$ cat src/rtl/sir_clks_alot_pkg.sv
`default_nettype none
// +----------------------------------------------------------------------+
// | Package     : sir_clks_alot_pkg                                      |
// | Description : Shared types for the clock-recovery front end.         |
// | Revision    : 1.0                                                    |
// +----------------------------------------------------------------------+
package sir_clks_alot_pkg;

  localparam int RATE_WIDTH = 16;

  typedef logic [RATE_WIDTH-1:0] rate_t;

  localparam rate_t RATE_MAX = '1;

  typedef struct packed {
    logic clk;
    logic n_rst;
  } sys_dom_t;

  typedef enum logic [1:0] {
    DISABLED  = 2'd0,
    PRIME     = 2'd1,
    STABLE    = 2'd2,
    CANDIDATE = 2'd3
  } sense_state_e;

endpackage
`default_nettype wire

$ cat src/rtl/signal_synchronizer.sv
`default_nettype none
// +----------------------------------------------------------------------+
// | Module      : signal_synchronizer                                    |
// | Description : Multi-flop metastability synchroniser for one bit.     |
// | Revision    : 1.0                                                    |
// +----------------------------------------------------------------------+
module signal_synchronizer
  import sir_clks_alot_pkg::*;
#(
  parameter int SYNC_STAGES = 2
) (
  input  sys_dom_t sys_dom_i,
  input  logic     raw_i,
  output logic     sync_o
);

  // A chain shorter than two flops gives no metastability protection.
  localparam int c_stages = (SYNC_STAGES < 2) ? 2 : SYNC_STAGES;

  logic                clk;
  logic                rst_n;
  logic [c_stages-1:0] r_chain;

  assign clk   = sys_dom_i.clk;
  assign rst_n = sys_dom_i.n_rst;

  always_ff @(posedge clk or negedge rst_n) begin
    if (!rst_n) begin
      r_chain <= '0;
    end else begin
      r_chain <= {r_chain[c_stages-2:0], raw_i};
    end
  end

  assign sync_o = r_chain[c_stages-1];

endmodule
`default_nettype wire

$ cat src/rtl/event_sense.sv
`default_nettype none
// +----------------------------------------------------------------------+
// | Module      : event_sense                                            |
// | Description : Synchronise, deglitch and timestamp edges of a raw     |
// |               line; emits polarity-tagged edge events.               |
// | Revision    : 1.0                                                    |
// +----------------------------------------------------------------------+
module event_sense
  import sir_clks_alot_pkg::*;
#(
  parameter int SYNC_STAGES    = 2,
  parameter int COUNTER_WIDTH  = 16,
  parameter int DEGLITCH_WIDTH = 4
) (
  input  sys_dom_t                  sys_dom_i,
  input  logic                      sense_en_i,
  input  logic                      clear_state_i,
  input  logic [DEGLITCH_WIDTH-1:0] deglitch_cycles_i,
  input  logic                      primary_clk_i,
  output logic                      sense_event_o,
  output logic                      event_polarity_o,
  output logic [COUNTER_WIDTH-1:0]  current_rate_counter_o,
  output logic [COUNTER_WIDTH-1:0]  last_half_rate_o,
  output logic                      last_half_rate_valid_o,
  output logic                      rate_saturated_o
);

  localparam logic [COUNTER_WIDTH-1:0]  c_rate_max   = '1;
  localparam logic [COUNTER_WIDTH-1:0]  c_rate_one   = COUNTER_WIDTH'(1);
  localparam logic [DEGLITCH_WIDTH-1:0] c_glitch_one = DEGLITCH_WIDTH'(1);

  logic                      clk;
  logic                      rst_n;
  logic                      w_sync_lvl;
  logic                      w_lvl_diff;
  logic                      w_accept;
  sense_state_e              r_state;
  sense_state_e              w_state_nxt;
  logic                      r_acc_lvl;
  logic [DEGLITCH_WIDTH-1:0] r_glitch_cnt;
  logic [DEGLITCH_WIDTH-1:0] w_glitch_nxt;
  logic                      r_event;
  logic                      r_polarity;
  logic                      r_valid;
  logic [COUNTER_WIDTH-1:0]  r_cnt;
  logic [COUNTER_WIDTH-1:0]  r_last;
  logic [COUNTER_WIDTH-1:0]  w_cnt_nxt;

  assign clk   = sys_dom_i.clk;
  assign rst_n = sys_dom_i.n_rst;

  signal_synchronizer #(
    .SYNC_STAGES (SYNC_STAGES)
  ) u_sync (
    .sys_dom_i (sys_dom_i),
    .raw_i     (primary_clk_i),
    .sync_o    (w_sync_lvl)
  );

  assign w_lvl_diff = (w_sync_lvl != r_acc_lvl);

  always_comb begin
    w_state_nxt  = r_state;
    w_glitch_nxt = r_glitch_cnt;
    w_accept     = 1'b0;
    if (!sense_en_i) begin
      w_state_nxt = DISABLED;
    end else if (clear_state_i) begin
      w_state_nxt = PRIME;
    end else begin
      unique case (r_state)
        DISABLED: w_state_nxt = PRIME;
        PRIME:    w_state_nxt = STABLE;
        STABLE: begin
          if (w_lvl_diff) begin
            if (deglitch_cycles_i == '0) begin
              w_accept = 1'b1;
            end else begin
              w_glitch_nxt = c_glitch_one;
              w_state_nxt  = CANDIDATE;
            end
          end
        end
        CANDIDATE: begin
          // The threshold is compared live so a reconfiguration applies mid-candidate.
          if (!w_lvl_diff) begin
            w_state_nxt = STABLE;
          end else if (r_glitch_cnt >= deglitch_cycles_i) begin
            w_accept    = 1'b1;
            w_state_nxt = STABLE;
          end else begin
            w_glitch_nxt = r_glitch_cnt + c_glitch_one;
          end
        end
        default: w_state_nxt = DISABLED;
      endcase
    end
  end

  always_ff @(posedge clk or negedge rst_n) begin
    if (!rst_n) begin
      r_state      <= DISABLED;
      r_acc_lvl    <= 1'b0;
      r_glitch_cnt <= '0;
    end else begin
      r_state      <= w_state_nxt;
      r_glitch_cnt <= w_glitch_nxt;
      if ((r_state == PRIME) || w_accept) begin
        r_acc_lvl <= w_sync_lvl;
      end
    end
  end

  // Counter restarts at 1 the cycle after a pulse, so the pulse cycle shows the full spacing.
  always_comb begin
    w_cnt_nxt = r_cnt;
    if (r_event) begin
      w_cnt_nxt = c_rate_one;
    end else if ((r_cnt != '0) && (r_cnt != c_rate_max)) begin
      w_cnt_nxt = r_cnt + c_rate_one;
    end
  end

  always_ff @(posedge clk or negedge rst_n) begin
    if (!rst_n) begin
      r_event    <= 1'b0;
      r_polarity <= 1'b0;
      r_cnt      <= '0;
      r_last     <= '0;
      r_valid    <= 1'b0;
    end else if (!sense_en_i || clear_state_i) begin
      r_event <= 1'b0;
      r_cnt   <= '0;
      r_last  <= '0;
      r_valid <= 1'b0;
    end else begin
      r_event <= w_accept;
      r_cnt   <= w_cnt_nxt;
      if (w_accept) begin
        r_polarity <= w_sync_lvl;
        r_last     <= w_cnt_nxt;
        r_valid    <= (w_cnt_nxt != '0);
      end
    end
  end

  assign sense_event_o          = r_event;
  assign event_polarity_o       = r_polarity;
  assign current_rate_counter_o = r_cnt;
  assign last_half_rate_o       = r_last;
  assign last_half_rate_valid_o = r_valid;
  assign rate_saturated_o       = (r_cnt == c_rate_max);

endmodule
`default_nettype wire

$ cat config.mk
export PLATFORM = sky130hd
export DESIGN_NAME = event_sense
export DESIGN_NICKNAME = d
export VERILOG_FILES = /design/src/rtl/sir_clks_alot_pkg.sv /design/src/rtl/signal_synchronizer.sv /design/src/rtl/event_sense.sv
export SDC_FILE = /design/constraint.sdc
export NUM_CORES = 1
export LEC_CHECK = 0
export ABC_AREA = 1
export ABC_CLOCK_PERIOD_IN_PS = 3900
export BUFFER_PORTS_ARGS = -buffer_cell sky130_fd_sc_hd__buf_2
export CORE_MARGIN = 2
export CORE_UTILIZATION = 39
export DETAILED_ROUTE_END_ITERATION = 12
export RECOVER_POWER = 50
export SLEW_MARGIN = 30
export SYNTH_ARGS = -nofsm -noshare
export SYNTH_HDL_FRONTEND = slang
export SYNTH_SLANG_ARGS = --single-unit
$ cat constraint.sdc
create_clock -name sys_dom_i -period 3.9 [get_ports sys_dom_i]
set_input_delay 0.78 -clock sys_dom_i [delete_from_list [all_inputs] [get_ports sys_dom_i]]
set_output_delay 0.78 -clock sys_dom_i [all_outputs]
set_load 0.005 [all_outputs]
==> results.txt <==
Status = finished, violations left
Failing checks = hold timing
Global-route wire length before repair = 10080 um
Initial core utilization = 39.93%
Area Growth Syn to Fin = 16.13%
Commonest cells in the synthesized netlist = 107 x nand2_1, 51 x nor2_1, 44 x dfrtp_1
Largest net degree at the start of global routing = 24
CTS resizes = 0
Cell count after synthesis = 351
VDD IR max = 0.0001661 V
Routed wire per std cell = 12.21 um
Worst setup path class = flip-flop to primary output
Unrepaired setup endpoints after global routing = false
Via total after detailed routing = 2307
Die Footprint = 0.007123 mm2
Final Skew = 0.01558 ns
Seq/Total Area, Yosys = 43.67%
Initial antenna violation count = 0
Dpl hpwl = 4459 um
Worst-path clk slew = 0.09 ns
Top-count cell post-synth = nand2_1
Period utilisation layout = 66.83%
Fillcell total = 671
Final setup fails = 0
Setup slack, reg-to-reg = 1.66 ns
GP Congestion = 0.8150
CP arrival = 1.83 ns
P_leak = 1.644 nW
Diodes inserted = 0
Area of the multi-input gates = 0.001225 mm2
Dpl cells = 465
Post-synthesis net count = 367
Hold crit path type = clock port to async pin
Syn_area_per_cell = 7.183 um2
Max Cap Viol = 0
Number of flops mapped to enable cells by yosys = 0
Vias in the first global route = 2309
PD cells = 356.5 mW/mm2
Area contributors post-synth = dfrtp_1 44%, nand2_1 16%, nor2_1 7.6%, inv_1 6.3%, nand3_1 5.8%
Cell row count = 29
Setup repair bufs after CTS = 0
Slew @ Worst Pin = 0.6912 ns
Fmax achieved = 383.7 MHz
Detail Route Antenna Nets = 0
Final Non-Filler Cells = 481
Worst Setup End Kind = primary output
Global route overflow = 0
Synth warn = 0
Residual DRC count = 0
Synth area leader = dfrtp_1
IO Count = 45
Startpoint types = flip-flop
Final Core Density = 46.37%
R2R cell count = 11
Post-Route WL = 5871 um
Die Y = 84.40 um
TritonCTS clock tree = done
Buffers on Ports = 43
Hold-fix buffers, CTS = 0
Worst hold slack = -0.06572 ns
CP startpoint = current_rate_counter_o[0]
Maximum fanout along the worst path = 7
Layout cells sized above 1 = 17.08%
Worst reg2reg startpoint = r_glitch_cnt[1]
Insertion delay to the later sink of the worst-skew pair = 0.30 ns
Nets@finish = 416
Async SR Flop Fraction = 100.0%
Top_reg_cell synth = dfrtp_1
Final setup TNS = 0 ns
Seq. cell area = 0.001101 mm2
Yosys reg bits = 44
Drt pass-1 iters = 4
FF-to-FF End = last_half_rate_o[4]
DRT iter0 DRCs = 145
Req. time, crit path = 3.12 ns
Post-synth top area share = 43.67%
Worst setup endpoint = rate_saturated_o
Via/cell ratio = 4.796
Final slew viol count = 0
Total track usage = 18.51%
Total power = 1.044 mW
Cell area after synthesis = 0.002521 mm2
Slew margin rel. = 53.92%
CORE AREA = 0.006314 mm2
Die W = 84.40 um
Fin. Hold Viols = 44
Netlist cell types = 25
Min Tclk post-route = 2.606 ns
## final cells by class
cell class | instances | share of cell area [%]
clock inverter | 6 | 1.368
clock buffer | 10 | 2.991
tap | 77 | 3.291
sequential | 44 | 37.61
timing repair buffer | 43 | 7.137
multi-input combinational | 256 | 41.84
inverter | 45 | 5.769
## through the flow
| stage | setup WS (ns) | cell area (um2) |
|---|---|---|
| after floorplan | 1.675 | 2521 |
| after global placement | 1.226 | 2806 |
| after detailed placement | 1.135 | 2806 |
| after CTS | 1.266 | 2984 |
| after global routing | 1.098 | 2928 |
| final | 1.294 | 2928 |
## metal layers
metal  routed length, um  up-vias  global-route usage (%)
met4                 164        0                   14.29
met3                 388       15                   9.145
met1                2586     1027                   21.79
met2                2732       62                   25.61
met5                   0        -                       0
li1                    -     1203                       -
## worst max-delay path, stage by stage (launching register included)
cell	delay (ns)
dfrtp_1	0.49
ha_1	0.30
nand3_2	0.15
inv_1	0.10
nand2_2	0.10
nor2_4	0.11
nand2_2	0.09
clkinv_1	0.07
buf_2	0.11
## how the worst min path moves through the flow
stage,endpoint,start,cells after the start,slack [ns]
final,last_half_rate_o[5],sys_dom_i[0],2,-0.07
after detailed placement,current_rate_counter_o[0],sys_dom_i[0],0,-0.30
after floorplan,current_rate_counter_o[0],sys_dom_i[0],0,-0.30
after CTS,event_polarity_o,sys_dom_i[0],2,-0.34
after global placement,current_rate_counter_o[0],sys_dom_i[0],0,-0.30
after global routing,last_half_rate_o[5],sys_dom_i[0],2,0.02
## power by group
| part | switching (mW) | internal, mW | leakage, nW |
|---|---|---|---|
| Sequential | 0.00807 | 0.454 | 0.603 |
| Combinational | 0.0332 | 0.0195 | 0.977 |
| Clock | 0.368 | 0.161 | 0.0640 |
| Total | 0.409 | 0.635 | 1.64 |
## cells by family (layout without fill, tap and decap cells)
family	after synthesis	after routing	synth area share [%]
adder cells (fa/ha/maj)	7	7	3.474
XOR/XNOR	5	5	1.737
AO/OA/AOI/OAI	25	25	5.211
buffers and inverters	51	104	7.742
AND/OR/NAND/NOR	219	219	38.16
flip-flops	44	44	43.67
## cells in the final DEF, fill, tap and decap left out, types with 2 or more instances in the layout
cell type,Yosys,layout
xnor2_1,2,2
clkinv_2,0,2
a21oi_1,7,7
o21ai_0,15,15
nand4_1,4,4
clkinv_4,0,2
inv_1,42,42
clkbuf_1,3,9
nor3_1,7,7
ha_1,7,7
nor2_2,3,3
buf_2,3,38
nand3_1,29,29
dfrtp_1,44,44
clkinv_1,2,3
nor2_1,51,51
nand2_1,107,107
xor2_1,3,3
nor2_4,5,5
clkbuf_8,0,5
nand2_2,10,10
## flip-flops by register name, summed over array words and instances, names as in the netlist
| name | count |
|---|---|
| current_rate_counter_o | 16 |
| last_half_rate_o | 16 |
| r_glitch_cnt | 4 |
| r_state | 2 |
| u_sync.r_chain | 2 |
| event_polarity_o | 1 |
| last_half_rate_valid_o | 1 |
| r_acc_lvl | 1 |
| sense_event_o | 1 |
Power figures use the tool's default switching activity.
